[src/rtl/io_device_port_pkg.sv]
// io_device_port_pkg: shared definitions for the device-side byte I/O port.
//   - Default data width and FIFO depth.
//   - State encodings for the feed FSM (device -> processor).
//   - State encodings for the capture FSM (processor -> device).
package io_device_port_pkg;

  localparam int DEF_DATA_WIDTH     = 8;
  localparam int DEF_FIFO_ADDR_BITS = 2;

  typedef enum logic [1:0] {
    F_IDLE    = 2'd0,
    F_PRESENT = 2'd1,
    F_RELEASE = 2'd2
  } feed_state_t;

  typedef enum logic {
    C_IDLE = 1'b0,
    C_ACK  = 1'b1
  } cap_state_t;

endpackage

[src/rtl/io_device_port_byte_fifo.sv]
// byte_fifo: circular FIFO of 2**FifoAddrBits entries.
//   push/din  - write din when not full (push while full is dropped)
//   pop       - drop the head when not empty (pop while empty is ignored)
//   dout      - head entry, or 0 while empty
//   full/empty/count - occupancy derived from registered count only
module byte_fifo #(
  parameter int DataWidth    = 8,
  parameter int FifoAddrBits = 2
) (
  input  logic                    clk,
  input  logic                    reset,
  input  logic                    push,
  input  logic [DataWidth-1:0]    din,
  input  logic                    pop,
  output logic [DataWidth-1:0]    dout,
  output logic                    full,
  output logic                    empty,
  output logic [FifoAddrBits:0]   count
);

  localparam int Depth = 1 << FifoAddrBits;

  logic [DataWidth-1:0]    mem [Depth];
  logic [FifoAddrBits-1:0] wr_ptr, rd_ptr;
  logic                    do_push, do_pop;

  // count never exceeds Depth, so its MSB alone marks full
  assign full    = count[FifoAddrBits];
  assign empty   = (count == '0);
  assign do_push = push && !full;
  assign do_pop  = pop && !empty;
  assign dout    = empty ? '0 : mem[rd_ptr];

  always_ff @(posedge clk) begin
    if (do_push) mem[wr_ptr] <= din;
  end

  always_ff @(posedge clk or posedge reset) begin
    if (reset) begin
      wr_ptr <= '0;
      rd_ptr <= '0;
      count  <= '0;
    end else begin
      if (do_push) wr_ptr <= wr_ptr + 1'b1;
      if (do_pop)  rd_ptr <= rd_ptr + 1'b1;
      case ({do_push, do_pop})
        2'b10:   count <= count + 1'b1;
        2'b01:   count <= count - 1'b1;
        default: count <= count;
      endcase
    end
  end

endmodule

[src/rtl/io_device_port.sv]
// io_device_port: device end of the processor's 4-phase byte handshakes.
//   Feed path   : src_* stream -> feed FIFO -> cpu_in / cpu_inDataReady / cpu_inACK
//   Capture path: cpu_out / cpu_outDataReady / cpu_outACK -> capture FIFO -> sink_*
//   feed_count / cap_count report FIFO occupancy.
// Both paths run independently and may handshake in the same cycle.
module io_device_port
  import io_device_port_pkg::*;
#(
  parameter int DataWidth    = DEF_DATA_WIDTH,
  parameter int FifoAddrBits = DEF_FIFO_ADDR_BITS
) (
  input  logic                  clk,
  input  logic                  reset,
  input  logic [DataWidth-1:0]  src_data,
  input  logic                  src_valid,
  output logic                  src_ready,
  output logic [DataWidth-1:0]  sink_data,
  output logic                  sink_valid,
  input  logic                  sink_ready,
  output logic [DataWidth-1:0]  cpu_in,
  output logic                  cpu_inDataReady,
  input  logic                  cpu_inACK,
  input  logic [DataWidth-1:0]  cpu_out,
  input  logic                  cpu_outDataReady,
  output logic                  cpu_outACK,
  output logic [FifoAddrBits:0] feed_count,
  output logic [FifoAddrBits:0] cap_count
);

  feed_state_t          fstate;
  cap_state_t           cstate;
  logic [DataWidth-1:0] feed_head;
  logic                 feed_full, feed_empty, feed_push, feed_pop;
  logic                 cap_full, cap_empty, cap_push, cap_pop;

  // ---------------- feed path ----------------
  assign src_ready = !feed_full;
  assign feed_push = src_valid && src_ready;
  assign feed_pop  = (fstate == F_IDLE) && !feed_empty;

  byte_fifo #(.DataWidth(DataWidth), .FifoAddrBits(FifoAddrBits)) u_feed_fifo (
    .clk(clk), .reset(reset),
    .push(feed_push), .din(src_data),
    .pop(feed_pop), .dout(feed_head),
    .full(feed_full), .empty(feed_empty), .count(feed_count)
  );

  // cpu_inDataReady is an interrupt level on the processor side, so it is
  // held until acked and never glitches.
  always_ff @(posedge clk or posedge reset) begin
    if (reset) begin
      fstate          <= F_IDLE;
      cpu_in          <= '0;
      cpu_inDataReady <= 1'b0;
    end else begin
      case (fstate)
        F_IDLE: if (!feed_empty) begin
          cpu_in          <= feed_head;
          cpu_inDataReady <= 1'b1;
          fstate          <= F_PRESENT;
        end
        F_PRESENT: if (cpu_inACK) begin
          cpu_inDataReady <= 1'b0;
          fstate          <= F_RELEASE;
        end
        F_RELEASE: if (!cpu_inACK) fstate <= F_IDLE;
        default: fstate <= F_IDLE;
      endcase
    end
  end

  // ---------------- capture path ----------------
  assign sink_valid = !cap_empty;
  assign cap_pop    = sink_valid && sink_ready;
  // Only C_IDLE pushes, so a long outDataReady yields a single entry.
  assign cap_push   = (cstate == C_IDLE) && cpu_outDataReady && !cap_full;

  byte_fifo #(.DataWidth(DataWidth), .FifoAddrBits(FifoAddrBits)) u_cap_fifo (
    .clk(clk), .reset(reset),
    .push(cap_push), .din(cpu_out),
    .pop(cap_pop), .dout(sink_data),
    .full(cap_full), .empty(cap_empty), .count(cap_count)
  );

  // A full capture FIFO withholds the ACK, stalling the processor.
  always_ff @(posedge clk or posedge reset) begin
    if (reset) begin
      cstate     <= C_IDLE;
      cpu_outACK <= 1'b0;
    end else begin
      case (cstate)
        C_IDLE: if (cap_push) begin
          cpu_outACK <= 1'b1;
          cstate     <= C_ACK;
        end
        C_ACK: if (!cpu_outDataReady) begin
          cpu_outACK <= 1'b0;
          cstate     <= C_IDLE;
        end
        default: cstate <= C_IDLE;
      endcase
    end
  end

endmodule
[config.mk]
export PLATFORM = sky130hd
export DESIGN_NAME = io_device_port
export DESIGN_NICKNAME = d
export VERILOG_FILES = /design/src/rtl/io_device_port_pkg.sv /design/src/rtl/io_device_port_byte_fifo.sv /design/src/rtl/io_device_port.sv
export SDC_FILE = /design/constraint.sdc
export NUM_CORES = 1
export LEC_CHECK = 0
export ABC_AREA = 1
export BUFFER_PORTS_ARGS = -buffer_cell sky130_fd_sc_hd__buf_2
export CORE_ASPECT_RATIO = 0.9
export CORE_MARGIN = 2
export CORE_UTILIZATION = 35
export DETAILED_ROUTE_END_ITERATION = 6
export SYNTH_ARGS = -nofsm -noshare
export SYNTH_HDL_FRONTEND = slang
export SYNTH_SLANG_ARGS = --single-unit
[constraint.sdc]
create_clock -name clk -period 2 [get_ports clk]
set_input_delay 0.4 -clock clk [delete_from_list [all_inputs] [get_ports clk]]
set_output_delay 0.4 -clock clk [all_outputs]
set_load 0.03 [all_outputs]
==> results.cfg, run 1 <==
[power_and_ir_drop]
leakagePower_nw = 2.322
swShare_pct = 40.35
power_frac_comb_pct = 43.4
vdd_drop_max_uv = 726.1
power_frac_seq_pct = 35.3
switchingPower_w = 0.003162
powerDensity_nw_per_um2 = 1597
p_int_w = 0.004675
p_clk_share_pct = 21.4

[logic_synthesis]
yosys_warnings = 0
synth_top_area_share_pct = 47.57
netlist_area_um2 = 4040
synth_area_leader_cell = edfxtp_1
synthAdderAreaFrac_pct = 4.088
syn-num-nets = 428
synth_cells = 394
syn_area_per_cell_um2 = 10.25
yosysUniqueCellTypes = 21
synthMuxAreaShare_pct = 0
synth_compound_gate_area_share_pct = 2.354
async_flop_share_pct = 29.67
synthXorXnorAreaFrac_pct = 2.168
ys_seq_area_share_pct = 64.29
synth_area_leaders = edfxtp_1 (48%), dfrtp_1 (17%), nand2_1 (12%)
synth_top_family_by_area = simple AND/OR/NAND/NOR gates
synth-simple-area-share_pct = 16.69
ys_seq_elements = 91
synth-main-ff-cell = edfxtp_1
synth_edf_count = 64

[worst_setup_path]
end_kind = primary output
r2r_cells = 8
cp_top_family = flip-flops
cp_common_cell = nand2_1
cp_max_fo = 6
critPathKind = reg -> out
worstPathArrival_ns = 1.53
slowest_delay_ns = 0.44
slowest_stage = dfrtp_2
startpoint_type = flip-flop
r2r_slack_ns = 0.25
critPathBufInv = 3
crit_chain = inv_4, buf_4, nand2_1, nand2_1, nand2_1, a21oi_2, clkbuf_4
reg2reg_from = u_cap_fifo.count[0]
r2r-end = u_cap_fifo.count[1]
cp.required_ns = 1.60

[global_routing]
antenna_found_initial = 0
grt_pass1_wl_mm = 12.42
grt_pass1_vias = 2521
track_usage_pct = 13.56
grt_max_degree = 28
grt_overflow = 0

[detailed_routing]
avgViaCountPerCell = 4.174
antenna_left = 0
wl_met3_um = 372
wl_met2_mm = 3.630
drc = 0
routed-via-count = 2613
top_layer = met4
wire_per_inst_um = 12.11
firstDrtPassIters = 4
finalWirelength_mm = 7.583
wl_met1_mm = 3.450
drt_iter0_markers = 160

[die]
core_area_um2 = 11340
start_util_pct = 35.62
fp.dieW_um = 117.3
die_area_um2 = 12420
die_h_um = 105.9
row_count = 37
num_io_pins = 48

[sta]
tightestPinTransition_ns = 0.4425
finalHoldViolCount = 0
period_share_pct = 96.53
skew_ns = 0.009877
relSlewSlack_pct = 70.50
hold_slack_ns = 0.09919
slew_viol_final = 0
setup_ws_ns = 0.06947
fmax_mhz = 518.0
tns_ns = 0
fin_crit_ns = 1.931
setup_viol = 0

[clocking]
max-clock-path-buffers = 2
cts_buffers = 9
cts_root_buffer = clkbuf_16
clkTransAtPathRegs_ns = 0.07
clock-sinks = 91
htreeDepth = 3
cts_tree = yes
holdBufCountCts = 0
clk_latency_ns = 0.35

[cells_and_area]
syn2layout_area_growth_pct = 21.46
fin_util_pct = 43.27
diodes = 0
layout.cells.non_filler = 626
drive_gt1_share_pct = 22.98
final_nets = 499

[placement]
dpl.hpwl_mm = 5.126
dp_slack_ns = 0.2451
place.gp.congestion = 0.7997
io_buffers = 47
dp_cells = 605

[outcome]
status = finished clean

[run]
cap_violations = 0

[hold_path]
hold_path.class = in -> async
cells in the mapped netlist, types with 2 or more instances:
cell type / instances
xnor2_1: 4
buf_4: 3
inv_1: 79
xor2_1: 6
a21oi_1: 11
o21ai_0: 8
buf_6: 4
nor2_1: 11
inv_2: 3
nand2_1: 127
edfxtp_1: 64
nand3_1: 28
ha_1: 10
buf_2: 2
fa_1: 2
dfrtp_1: 27
logic make-up (layout without fill, tap and decap cells):
family,Yosys count,after routing
AO/OA/AOI/OAI,19,19
buffers and inverters,94,170
AND/OR/NAND/NOR,168,168
adder cells (fa/ha/maj),12,12
flip-flops,91,91
XOR/XNOR,10,10
cell type report:
class	count	area, µm²
clock buffer	9	225.2
clock inverter	7	67.56
fill	1108	6435
inverter	83	317.8
multi-input combinational	209	1057
sequential	91	2601
tap	156	195.2
timing repair buffer	71	442.9
cells in the final DEF, fill, tap and decap left out:
cell type,n
dfrtp_2,3
ha_1,10
o21ai_0,8
nand2_2,1
a21oi_2,8
inv_2,6
clkbuf_4,2
fa_1,2
buf_2,39
edfxtp_1,64
nand2_1,127
inv_4,1
nor2_1,11
nand3_2,2
inv_1,75
xor2_1,6
a21oi_1,3
bufinv_16,1
clkinv_1,1
clkbuf_16,9
xnor2_1,4
buf_4,28
buf_6,2
clkinv_2,2
nand3_1,27
clkinvlp_4,3
inv_6,1
dfrtp_1,24
layer usage:
metal / track usage, % / vias to the layer above
li1: - / 1357
met1: 16.93 / 1206
met2: 20.81 / 39
met3: 5.473 / 11
met4: 5.630 / 0
met5: 0 / -
sequential cells by signal, indices dropped and copies added (netlist names):
| name | count |
|---|---|
| u_feed_fifo.count | 3 |
| u_feed_fifo.rd_ptr | 2 |
| u_feed_fifo.mem | 32 |
| u_feed_fifo.wr_ptr | 2 |
| cstate | 1 |
| cpu_in | 8 |
| fstate | 2 |
| cpu_outACK | 1 |
| cpu_inDataReady | 1 |
| u_cap_fifo.mem | 32 |
| u_cap_fifo.count | 3 |
| u_cap_fifo.rd_ptr | 2 |
| u_cap_fifo.wr_ptr | 2 |
how the worst max path moves through the flow:
stage,start,to,slack [ns],cells past startpoint
global route,u_cap_fifo.rd_ptr[0],sink_data[5],-0.007,7
detailed placement,u_cap_fifo.count[0],u_cap_fifo.count[1],0.25,8
finish,u_cap_fifo.rd_ptr[0],sink_data[5],0.07,7
global placement,u_cap_fifo.count[0],u_cap_fifo.count[2],0.31,10
floorplan,u_feed_fifo.count[0],u_feed_fifo.count[2],0.03,10
CTS,u_cap_fifo.rd_ptr[0],sink_data[6],0.01,7
power by group through the flow:
stage,Sequential (W),Combinational [W],Clock (W)
3_3_place_gp,0.00279,0.00311,0
6_report,0.00276,0.00340,0.00168
2_1_floorplan,0.00297,0.00217,0
5_1_grt,0.00282,0.00382,0.00181
3_5_place_dp,0.00281,0.00316,0
4_1_cts,0.00278,0.00318,0.00172
worst register-to-register path, cell delays in order (launching register included):
cell and delay, ns:
dfrtp_2 0.41, inv_2 0.08, nand3_2 0.11, nand2_1 0.15, inv_1 0.06, ha_1 0.20, inv_1 0.08, fa_1 0.40
o21ai_0 0.16
through the flow:
step           total power [W]  instance area (µm²)
6_report              0.007836                 4907
3_5_place_dp          0.005969                 4514
4_1_cts               0.007678                 4808
2_1_floorplan         0.005141                 4048
3_3_place_gp          0.005901                 4514
5_1_grt               0.008451                 4907
repair_timing:
action | CTS | global route
pin swaps | 0 | 1
gates resized for setup | 1 | 28
buffers inserted | 0 | 5
setup endpoints to repair | 7 | 8
(Power assumes the default switching activity.)
==> inputs of run 2 (changes only) <==
Settings changed: HOLD_SLACK_MARGIN set to 0.15.
==> results.cfg, run 2 (same netlist as run 1, synthesis figures left out) <==
[outcome]
status = finished clean

[hold_path]
min-delay-start = cpu_out[4]
hold_path.class = in -> reg

[detailed_routing]
antenna_left = 0
top_layer = met4
drc = 0
routed-via-count = 2610
drt_iter0_markers = 154
wl_met2_mm = 3.644
wl_met1_mm = 3.441
wl_met3_um = 376
firstDrtPassIters = 4
avgViaCountPerCell = 4.163
finalWirelength_mm = 7.587
wire_per_inst_um = 12.10

[sta]
setup_viol = 0
skew_ns = 0.01062
period_share_pct = 96.62
tns_ns = 0
setup_ws_ns = 0.06765
relSlewSlack_pct = 70.50
tightestPinTransition_ns = 0.4425
fmax_mhz = 517.5
hold_slack_ns = 0.2628
finalHoldViolCount = 0
slew_viol_final = 0
fin_crit_ns = 1.932

[placement]
place.gp.congestion = 0.7997
dp_slack_ns = 0.2451
dpl.hpwl_mm = 5.126
dp_cells = 605
io_buffers = 47

[clocking]
max-clock-path-buffers = 2
cts_tree = yes
clk_latency_ns = 0.35
clkTransAtPathRegs_ns = 0.06
clock-sinks = 91
htreeDepth = 3
cts_buffers = 9
cts_root_buffer = clkbuf_16

[worst_setup_path]
cp.required_ns = 1.60
worstPathArrival_ns = 1.53
cp_max_fo = 6
critPathKind = reg -> out
reg2reg_from = u_cap_fifo.count[0]
cp-startpoint = u_cap_fifo.rd_ptr[0]
end_kind = primary output
startpoint_type = flip-flop

[die]
num_io_pins = 48
core_area_um2 = 11340
start_util_pct = 35.62
fp.dieW_um = 117.3
row_count = 37
die_h_um = 105.9
die_area_um2 = 12420

[global_routing]
grt_overflow = 0
track_usage_pct = 13.58
grt_pass1_vias = 2533
grt_max_degree = 28
grt_pass1_wl_mm = 12.45
antenna_found_initial = 0

[cells_and_area]
fin_util_pct = 43.35
final_common_cell = nand2_1
syn2layout_area_growth_pct = 21.71
diodes = 0
drive_gt1_share_pct = 22.93
seq_area_um2 = 2601
nFillCells = 1107
layout.cells.non_filler = 627
multi_input_area_um2 = 1057
final_nets = 500
largestRegisters = u_cap_fifo.mem (32), u_feed_fifo.mem (32), cpu_in (8)
final_cell_mix = nand2_1 (127), inv_1 (75), edfxtp_1 (64), buf_2 (39), buf_4 (28)

[run]
cap_violations = 0

[power_and_ir_drop]
powerDensity_nw_per_um2 = 1593
vdd_drop_max_uv = 726.1
leakagePower_nw = 2.326
[run 2: metrics by stage]
stage / cell area, µm² / power (W)
after floorplan: 4048 / 0.005141
after global placement: 4514 / 0.005901
after detailed placement: 4514 / 0.005969
after CTS: 4818 / 0.007680
after global routing: 4917 / 0.008452
final: 4917 / 0.007835
[run 2: final timing paths]
kind / endpoint / slack (ns) / cells past startpoint
worst max-delay path: sink_data[5] / 0.07 / 7
worst min-delay path: u_cap_fifo.mem[3][4] / 0.26 / 1
worst max register to register: u_cap_fifo.count[1] / 0.25 / 8
worst min register to register: cpu_in[5] / 0.47 / 2
max in group asynchronous: u_cap_fifo.rd_ptr[0] / 1.07 / 4
min in group asynchronous: u_cap_fifo.count[2] / 0.65 / 4
[run 2: repair_timing]
item | 4_1_cts | 5_1_grt
pin swaps | 0 | 1
resized for setup | 1 | 28
hold buffers | 1 | 0
endpoints found under the hold margin | 27 | 0
setup endpoints to repair | 7 | 8
buffers inserted | 0 | 5
[run 2: worst max-delay path, stage by stage, from the launching register on]
cell	delay, ns
dfrtp_2	0.44
inv_4	0.09
buf_4	0.14
nand2_1	0.05
nand2_1	0.06
nand2_1	0.07
a21oi_2	0.13
clkbuf_4	0.21
[run 2: routing by layer]
layer / GRT usage [%] / up-vias
li1: - / 1360
met1: 16.93 / 1198
met2: 20.89 / 41
met3: 5.473 / 11
met4: 5.630 / 0
met5: 0 / -
[run 2: area by class of cell]
class,instances,share of cell area [%]
clock buffers,9,4.580
clock inverters,7,1.374
inverters,83,6.463
multi-input cells,209,21.50
flip-flops and latches,91,52.90
well taps,156,3.969
repair buffers,72,9.211
[run 2: power breakdown]
group	total (W)	switching, W	internal [W]	leakage (nW)
logic	0.00340	0.00218	0.00122	1.29
clock network	0.00168	0.000713	0.000963	0.139
registers	0.00276	0.000271	0.00249	0.898
total	0.00784	0.00316	0.00468	2.33
